[config.mk]
export PLATFORM = sky130hd
export DESIGN_NAME = frac_divisor
export DESIGN_NICKNAME = d
export VERILOG_FILES = /design/src/rtl/frac_divisor.sv
export SDC_FILE = /design/constraint.sdc
export NUM_CORES = 1
export LEC_CHECK = 0
export ABC_CLOCK_PERIOD_IN_PS = 1500
export BUFFER_PORTS_ARGS = -buffer_cell sky130_fd_sc_hd__buf_2
export CAP_MARGIN = 5
export CORE_AREA = 5 5 42 44
export CTS_CLUSTER_DIAMETER = 60
export DETAILED_ROUTE_END_ITERATION = 10
export DIE_AREA = 0 0 47 49
export GPL_TIMING_DRIVEN = 1
export PLACE_DENSITY = 0.65
export RECOVER_POWER = 50
export SYNTH_ARGS = -nofsm -noshare
export SYNTH_HDL_FRONTEND = slang
export SYNTH_SLANG_ARGS = --single-unit
[constraint.sdc]
create_clock -name clk -period 1.5 [get_ports clk]
set_input_delay 0.15 -clock clk [delete_from_list [all_inputs] [get_ports clk]]
set_output_delay 0.15 -clock clk [all_outputs]
set_load 0.05 [all_outputs]
[src/rtl/frac_divisor.sv]
// -----------------------------------------------------------------------------
// frac_divisor
//
// Fractional clock divider. Produces clk_frac from clk with an average
// division ratio of DIV_INT + FRAC_NUM/FRAC_DEN. Each output period is
// either DIV_INT or DIV_INT+1 input cycles long. A first-order accumulator
// picks the long periods so they are spread evenly rather than bunched.
// The high phase of each period is floor(period/2) cycles.
//
// clk_frac is a registered strobe/timing source, not a clock-tree root.
//
// Parameters:
//   DIV_INT  - integer part of the ratio (>= 2)
//   FRAC_NUM - fractional numerator (0 <= FRAC_NUM < FRAC_DEN)
//   FRAC_DEN - fractional denominator (>= 1)
//
// Ports:
//   clk      - input,  sole clock, rising-edge active
//   rstn     - input,  asynchronous active-low reset
//   clk_frac - output, divided clock, driven directly from a flop
// -----------------------------------------------------------------------------
module frac_divisor #(
  parameter int DIV_INT  = 7,
  parameter int FRAC_NUM = 6,
  parameter int FRAC_DEN = 10
) (
  input  logic clk,
  input  logic rstn,
  output logic clk_frac
);

  if (DIV_INT < 2) begin : g_bad_div_int
    $error("frac_divisor: DIV_INT must be >= 2");
  end
  if (FRAC_DEN < 1) begin : g_bad_frac_den
    $error("frac_divisor: FRAC_DEN must be >= 1");
  end
  if ((FRAC_NUM < 0) || (FRAC_NUM >= FRAC_DEN)) begin : g_bad_frac_num
    $error("frac_divisor: FRAC_NUM must satisfy 0 <= FRAC_NUM < FRAC_DEN");
  end

  // cnt only ever reaches per-1 <= DIV_INT; per itself needs room for DIV_INT+1.
  localparam int CW = $clog2(DIV_INT + 1);
  localparam int PW = $clog2(DIV_INT + 2);
  localparam int AW = $clog2(FRAC_DEN) + 1;

  localparam logic [PW-1:0] PER_SHORT = PW'(DIV_INT);
  localparam logic [PW-1:0] PER_LONG  = PW'(DIV_INT + 1);
  localparam logic [AW-1:0] NUM_A     = AW'(FRAC_NUM);
  localparam logic [AW-1:0] DEN_A     = AW'(FRAC_DEN);

  logic [CW-1:0] cnt;
  logic [PW-1:0] per;
  logic [AW-1:0] acc;
  logic          run;

  logic [CW-1:0] cnt_inc;
  logic [CW-1:0] per_m1;
  logic [CW-1:0] half;
  logic [AW-1:0] acc_sum;
  logic          take_long;
  logic          start;

  // acc <= FRAC_DEN-1 and FRAC_NUM <= FRAC_DEN-1, so the sum is at most
  // 2*FRAC_DEN-2, which always fits in AW bits without wrapping.
  always_comb begin
    cnt_inc   = cnt + CW'(1);
    per_m1    = CW'(per - PW'(1));
    half      = CW'(per >> 1);
    acc_sum   = acc + NUM_A;
    take_long = (acc_sum >= DEN_A);
    start     = !run || (cnt == per_m1);
  end

  always_ff @(posedge clk or negedge rstn) begin
    if (!rstn) begin
      cnt      <= '0;
      per      <= PER_SHORT;
      acc      <= '0;
      run      <= 1'b0;
      clk_frac <= 1'b0;
    end else if (start) begin
      run      <= 1'b1;
      cnt      <= '0;
      clk_frac <= 1'b1;
      if (take_long) begin
        per <= PER_LONG;
        acc <= acc_sum - DEN_A;
      end else begin
        per <= PER_SHORT;
        acc <= acc_sum;
      end
    end else begin
      cnt      <= cnt_inc;
      clk_frac <= (cnt_inc < half);
    end
  end

endmodule

==> results.py, run 1 <==
metrics = {
    "critical_path": {
        "worstPathRequired_ns": 1.67,
        "slowest_stage": "dfrtp_2",
        "path_class": "register to register",
        "path_cells": "inv_2 > ha_4 > xor2_2 > a21oi_2 > or3_4 > xnor2_2",
        "end_kind": "register",
        "worstPathMaxFanout": 4,
        "cp.arrival_ns": 1.74,
        "crit_path_start_kind": "register",
        "cpPeakStageDelay_ns": 0.43,
    },
    "drt": {
        "wl_um": 1230,
        "first_pass_iters": 4,
        "vias": 513,
        "wl_per_cell_um": 12.6,
        "drtAntennaViolNets": 0,
        "drc": 0,
        "drt_iter0_drc": 7,
        "via_per_inst": 5.23,
    },
    "synth": {
        "yosysSeqAreaShare_pct": 43.8,
        "yosys_warnings": 0,
        "syn_nets": 72,
        "synth-seq-cells": 11,
        "ys_types": 27,
        "netlist_area_um2": 632,
        "synth.avg_cell_area_um2": 10.0,
        "synthCells": 63,
    },
    "layout": {
        "drive_above_1_share_pct": 42.7,
        "layout-area-overhead-vs-synth_pct": 33.3,
        "n_antenna_cell": 0,
        "stdcell_count": 98,
        "final_nets": 92,
        "fillers": 121,
        "multiInputGateArea_um2": 383,
        "seqCellArea_um2": 278,
    },
    "clocking": {
        "htreeDepth": 1,
        "cts.sinks": 11,
        "worstSkewPairLatency_ns": 0.28,
        "cts_tree": "yes",
        "cts_inserted_buffers": 3,
        "clkTransAtPathRegs_ns": 0.08,
        "cts-root-buf": "clkbuf_4",
        "cts_buffer_depth": 2,
    },
    "global_route": {
        "grt_pass1_wl_um": 2010,
        "grt_start_max_net_pins": 12,
        "grtUsageTotal_pct": 12.1,
        "grt_pass1_vias": 518,
        "grt_overflow": 0,
        "antenna_found_initial": 0,
    },
    "sta": {
        "rsz0062_at_grt": "yes",
        "period_share_pct": 104,
        "max_freq_ghz": 0.638,
        "hold_viol_final": 0,
        "clock_skew_ns": 0.0175,
        "layout_setup_ws_ns": -0.0664,
        "report.final.slew_viol_count": 0,
        "whs_ns": 0.375,
        "relSlewSlack_pct": 61.4,
        "setup_viol": 4,
        "worstMarginPinSlew_ns": 0.580,
        "min_period_ns": 1.57,
    },
    "placed_design": {
        "dp_cells": 88,
        "numPortBuffers": 2,
        "gp_congestion": 0.796,
        "hpwlAfterDp_um": 830,
    },
    "floorplan": {
        "initial_utilization_pct": 45.1,
        "core_um2": 1400,
        "die_x_um": 47,
        "die_h_um": 49,
        "dieArea_um2": 2300,
        "std_cell_rows": 14,
        "ioPinCount": 3,
    },
    "flow_run": {
        "cap_violations": 0,
    },
    "run_status": {
        "violations": "negative setup slack",
        "status": "finished with violations",
    },
    "power_and_ir_drop": {
        "ir_drop_v": 0.00101,
        "leakage_nw": 0.402,
        "p_per_area_nw_per_um2": 2090,
    },
    "worst_hold_path": {
        "hold_path_class": "input pin to async pin",
    },
}
==> layout make-up <==
cell class                      instances  share of cell area (%)
Sequential cell                        11                    33.0
Inverter                                5                    2.23
Clock buffer                            4                    3.12
Timing Repair Buffer                   16                    13.8
Multi-Input combinational cell         46                    45.5
Tap cell                               16                    2.38
==> cells in the final DEF, fill, tap and decap left out, drive strengths merged, types with 2 or more instances in the layout <==
cell     n
buf     14
nor2     4
and3     3
xnor2    3
o21ai    5
a21oi    6
xor2     2
clkbuf   5
dfrtp   10
nand2    3
ha       7
inv      5
==> registers in the layout (all words and copies together) (netlist names) <==
register  count
run           1
clk_frac      1
cnt           3
acc           4
per           2
==> worst paths after layout <==
| check | start | to | slack, ns | cells past startpoint |
|---|---|---|---|---|
| min in group clk | cnt[0] | cnt[0] | 0.47 | 1 |
| setup reg to reg | acc[1] | acc[1] | -0.07 | 6 |
| setup / recovery | acc[1] | acc[1] | -0.07 | 6 |
| hold / removal | rstn | per[3] | 0.37 | 2 |
| max in group asynchronous | rstn | acc[1] | 0.72 | 2 |
| hold reg to reg | cnt[0] | cnt[0] | 0.47 | 1 |
==> per-layer routing <==
layer	wire [um]	share of wire (%)	global-route usage (%)	up-vias
met3	67	5.4	6.64	2
met5	0	0	0	-
met1	579	47	15.0	250
met4	9	0.73	4.15	0
met2	577	47	17.4	8
li1	-	-	-	253
==> synth_stat cells (all sizes together) <==
cell type	number	area [um^2]
nand3b	1	7.51
mux2i	1	10.0
nor2	4	15.0
inv	5	18.8
nand2	3	11.3
a31oi	1	6.26
or3	1	11.3
ha	7	87.6
and2	1	7.51
buf	1	5.00
a21oi	6	30.0
nor3	1	5.00
nor2b	1	6.26
nand3	1	5.00
o221ai	1	8.76
o21a	1	7.51
conb	1	3.75
a21boi	1	7.51
nor3b	1	7.51
o21ai	5	28.8
dfstp	1	26.3
xnor2	3	26.3
dfrtp	10	250
and3	3	21.3
xor2	2	17.5
==> power by group <==
part / switching [mW] / leakage [nW] / internal [mW]
clock network: 0.103 / 0.0150 / 0.103
registers: 0.101 / 0.128 / 0.402
logic: 0.498 / 0.259 / 0.549
total: 0.702 / 0.402 / 1.05
==> cell families after synthesis <==
logic type | after synthesis | share of synthesized area (%)
adders and majority gates | 7 | 13.9
xor gates and xnor gates | 5 | 6.93
DFF | 11 | 43.8
and+or+nand+nor | 17 | 15.4
muxes | 1 | 1.58
AOI/OAI and AO/OA | 15 | 14.1
other | 1 | 0.593
buffers and inverters | 6 | 3.76
==> worst max-delay path: cells and delay by family (launching register included) <==
family | cells | cell delay [ns]
buffers and inverters | 1 | 0.08
flip-flops | 1 | 0.43
adder cells (fa/ha/maj) | 1 | 0.16
AND/OR/NAND/NOR | 1 | 0.42
AO/OA/AOI/OAI | 1 | 0.06
XOR/XNOR | 2 | 0.30
==> stage by stage <==
step / util, % / setup slack, ns / TNS, ns / power, mW / instance area [um^2]
after floorplan: - / -0.0406 / -0.115 / 1.15 / 658
after global placement: 52.6 / -0.0694 / -0.162 / 1.33 / 737
after detailed placement: 52.6 / -0.0842 / -0.256 / 1.35 / 737
after CTS: 56.3 / -0.0468 / -0.122 / 1.60 / 788
after global routing: 60.1 / -0.121 / -0.518 / 1.91 / 842
final: 60.1 / -0.0664 / -0.197 / 1.76 / 842
==> repair_timing <==
item,CTS,global route
pin swaps,3,2
gates cloned,0,0
endpoints found under the setup margin,4,7
resized for setup,0,8
endpoints found under the hold margin,11,0
setup buffers,2,3
hold buffers,1,0
Power figures use the tool's default switching activity.
==> inputs of run 2 (changes only) <==
ABC_CLOCK_PERIOD_IN_PS = 1760   (was 1500)
PLACE_DENSITY = 0.62   (was 0.65)
clock period = 1.76 ns   (was 1.5 ns; I/O delays follow)
==> run 2 against run 1 <==
Compared with the run above: the flow now finishes without violations; clock-buffer cell count unchanged; worst setup slack better by 0.16 ns; clock power down 21%; global-route usage down 1.8 points; critical endpoint is now acc[4].
==> results.py, run 2 (synthesized netlist as in run 1, its figures left out) <==
metrics = {
    "run_status": {
        "status": "completed",
    },
    "critical_path": {
        "crit_path_start_kind": "register",
        "path_class": "register to register",
        "crit_path_start": "cnt[0]",
        "worstPathRequired_ns": 1.91,
        "slowest_stage": "dfrtp_1",
        "cp.arrival_ns": 1.81,
        "r2r_start": "cnt[0]",
        "cpPeakStageDelay_ns": 0.41,
        "end_kind": "register",
        "worstPathMaxFanout": 4,
        "path_cells": "ha_1 > nand3_2 > and2_4 > or3_4 > o21ai_0 > nor3_1",
    },
    "clocking": {
        "cts_inserted_buffers": 3,
        "worstSkewPairLatency_ns": 0.26,
        "clkTransAtPathRegs_ns": 0.06,
        "cts_tree": "yes",
        "cts-root-buf": "clkbuf_4",
        "cts.sinks": 11,
        "htreeDepth": 1,
        "cts_buffer_depth": 2,
    },
    "drt": {
        "vias": 436,
        "drc": 0,
        "drt_iter0_drc": 14,
        "wl_per_cell_um": 11.7,
        "via_per_inst": 4.95,
        "wl_um": 1030,
        "drtAntennaViolNets": 0,
        "first_pass_iters": 4,
    },
    "sta": {
        "report.final.slew_viol_count": 0,
        "period_share_pct": 94.6,
        "rsz0062_at_grt": "no",
        "min_period_ns": 1.67,
        "layout_setup_ws_ns": 0.0942,
        "clock_skew_ns": 0.00397,
        "hold_viol_final": 0,
        "setup_viol": 0,
        "setup_tns_ns": 0,
        "max_freq_ghz": 0.600,
        "relSlewSlack_pct": 62.4,
        "worstMarginPinSlew_ns": 0.565,
    },
    "placed_design": {
        "hpwlAfterDp_um": 767,
        "gp_congestion": 0.728,
        "dpl_cell_area_um2": 679,
        "post-place-ws_ns": 0.0509,
        "numPortBuffers": 2,
        "dp_cells": 83,
    },
    "global_route": {
        "antenna_found_initial": 0,
        "grt_pass1_vias": 406,
        "grtUsageTotal_pct": 10.2,
        "grt_overflow": 0,
        "grt_pass1_wl_um": 1710,
        "grt_start_max_net_pins": 12,
    },
    "floorplan": {
        "std_cell_rows": 14,
        "dieArea_um2": 2300,
        "ioPinCount": 3,
        "core_um2": 1400,
        "die_x_um": 47,
        "initial_utilization_pct": 45.1,
        "die_h_um": 49,
    },
    "layout": {
        "stdcell_area_um2": 721,
        "stdcell_count": 88,
        "n_antenna_cell": 0,
        "top_regs": "acc: 4 flops, cnt: 3 flops, per: 2 flops",
        "drive_above_1_share_pct": 19.4,
        "layout-area-overhead-vs-synth_pct": 14.1,
        "final_nets": 82,
        "regMostFlops": "acc",
        "final_cell_mix": "10 x dfrtp_1, 7 x ha_1, 6 x a21oi_1",
        "final_common_cell": "dfrtp_1",
        "largest_register_ffs": 4,
    },
    "power_and_ir_drop": {
        "swShare_pct": 39.5,
        "p_comb_share_pct": 54.2,
        "power.total_mw": 1.24,
        "ir_drop_v": 0.000711,
        "netSwitchingPower_mw": 0.488,
        "seqPwrFrac_pct": 32.6,
        "pwr-share-clk_pct": 13.2,
        "leakage_nw": 0.348,
        "p_per_area_nw_per_um2": 1720,
        "internal_power_mw": 0.748,
    },
    "worst_hold_path": {
        "hold_path_class": "input pin to async pin",
    },
    "flow_run": {
        "cap_violations": 0,
    },
}
## run 2: cell types whose count changed in the layout (fill, tap and decap cells not counted), sizes merged
cell  delta
buf     -10
## run 2: path summary, 6_finish.rpt
kind | to | depth (start not counted) | slack (ns)
max | acc[4] | 6 | 0.09
min | clk_frac | 2 | 0.41
max reg2reg | acc[4] | 6 | 0.09
min reg2reg | cnt[0] | 1 | 0.49
max in group asynchronous | cnt[0] | 2 | 0.98
min in group clk | cnt[0] | 1 | 0.49
## run 2: area by class of cell
type,instances,area [um^2]
tap,16,20.0
sequential,11,277
clock buffer,4,26.3
multi-input combinational,46,338
timing repair buffer,6,41.3
fill,137,681
inverter,5,18.8
## run 2: power groups by stage
stage / Combinational, mW / Sequential, mW / Clock, mW
after global placement: 0.661 / 0.408 / 0
final: 0.671 / 0.403 / 0.163
after floorplan: 0.470 / 0.443 / 0
after global routing: 0.754 / 0.415 / 0.181
after CTS: 0.669 / 0.403 / 0.171
after detailed placement: 0.665 / 0.407 / 0
## run 2: worst max-delay path, delay by kind of cell, from the launching register on
family | cells | cell delay [ns]
AOI/OAI and AO/OA | 1 | 0.10
DFF | 1 | 0.41
and+or+nand+nor | 4 | 0.74
adders and majority gates | 1 | 0.30
## run 2: timing repair
item                                    CTS  global route
hold buffers                              1             0
endpoints found under the setup margin    0             3
setup buffers                             0             0
hold endpoints to repair                 10             0
resized for setup                         0             2
## run 2: per-layer routing
metal | vias up | GRT usage (%) | routed length (um)
li1 | 234 | - | -
met1 | 192 | 14.5 | 510
met2 | 10 | 13.3 | 448
met3 | 0 | 5.54 | 68
met4 | 0 | 2.76 | 0
met5 | - | 0 | 0
## run 2: through the flow
stage	hold slack, ns	utilization [%]
after global routing	0.460	51.4
after floorplan	-0.120	-
after CTS	0.298	51.1
final	0.408	51.4
after global placement	0.0501	48.5
after detailed placement	0.0518	48.5
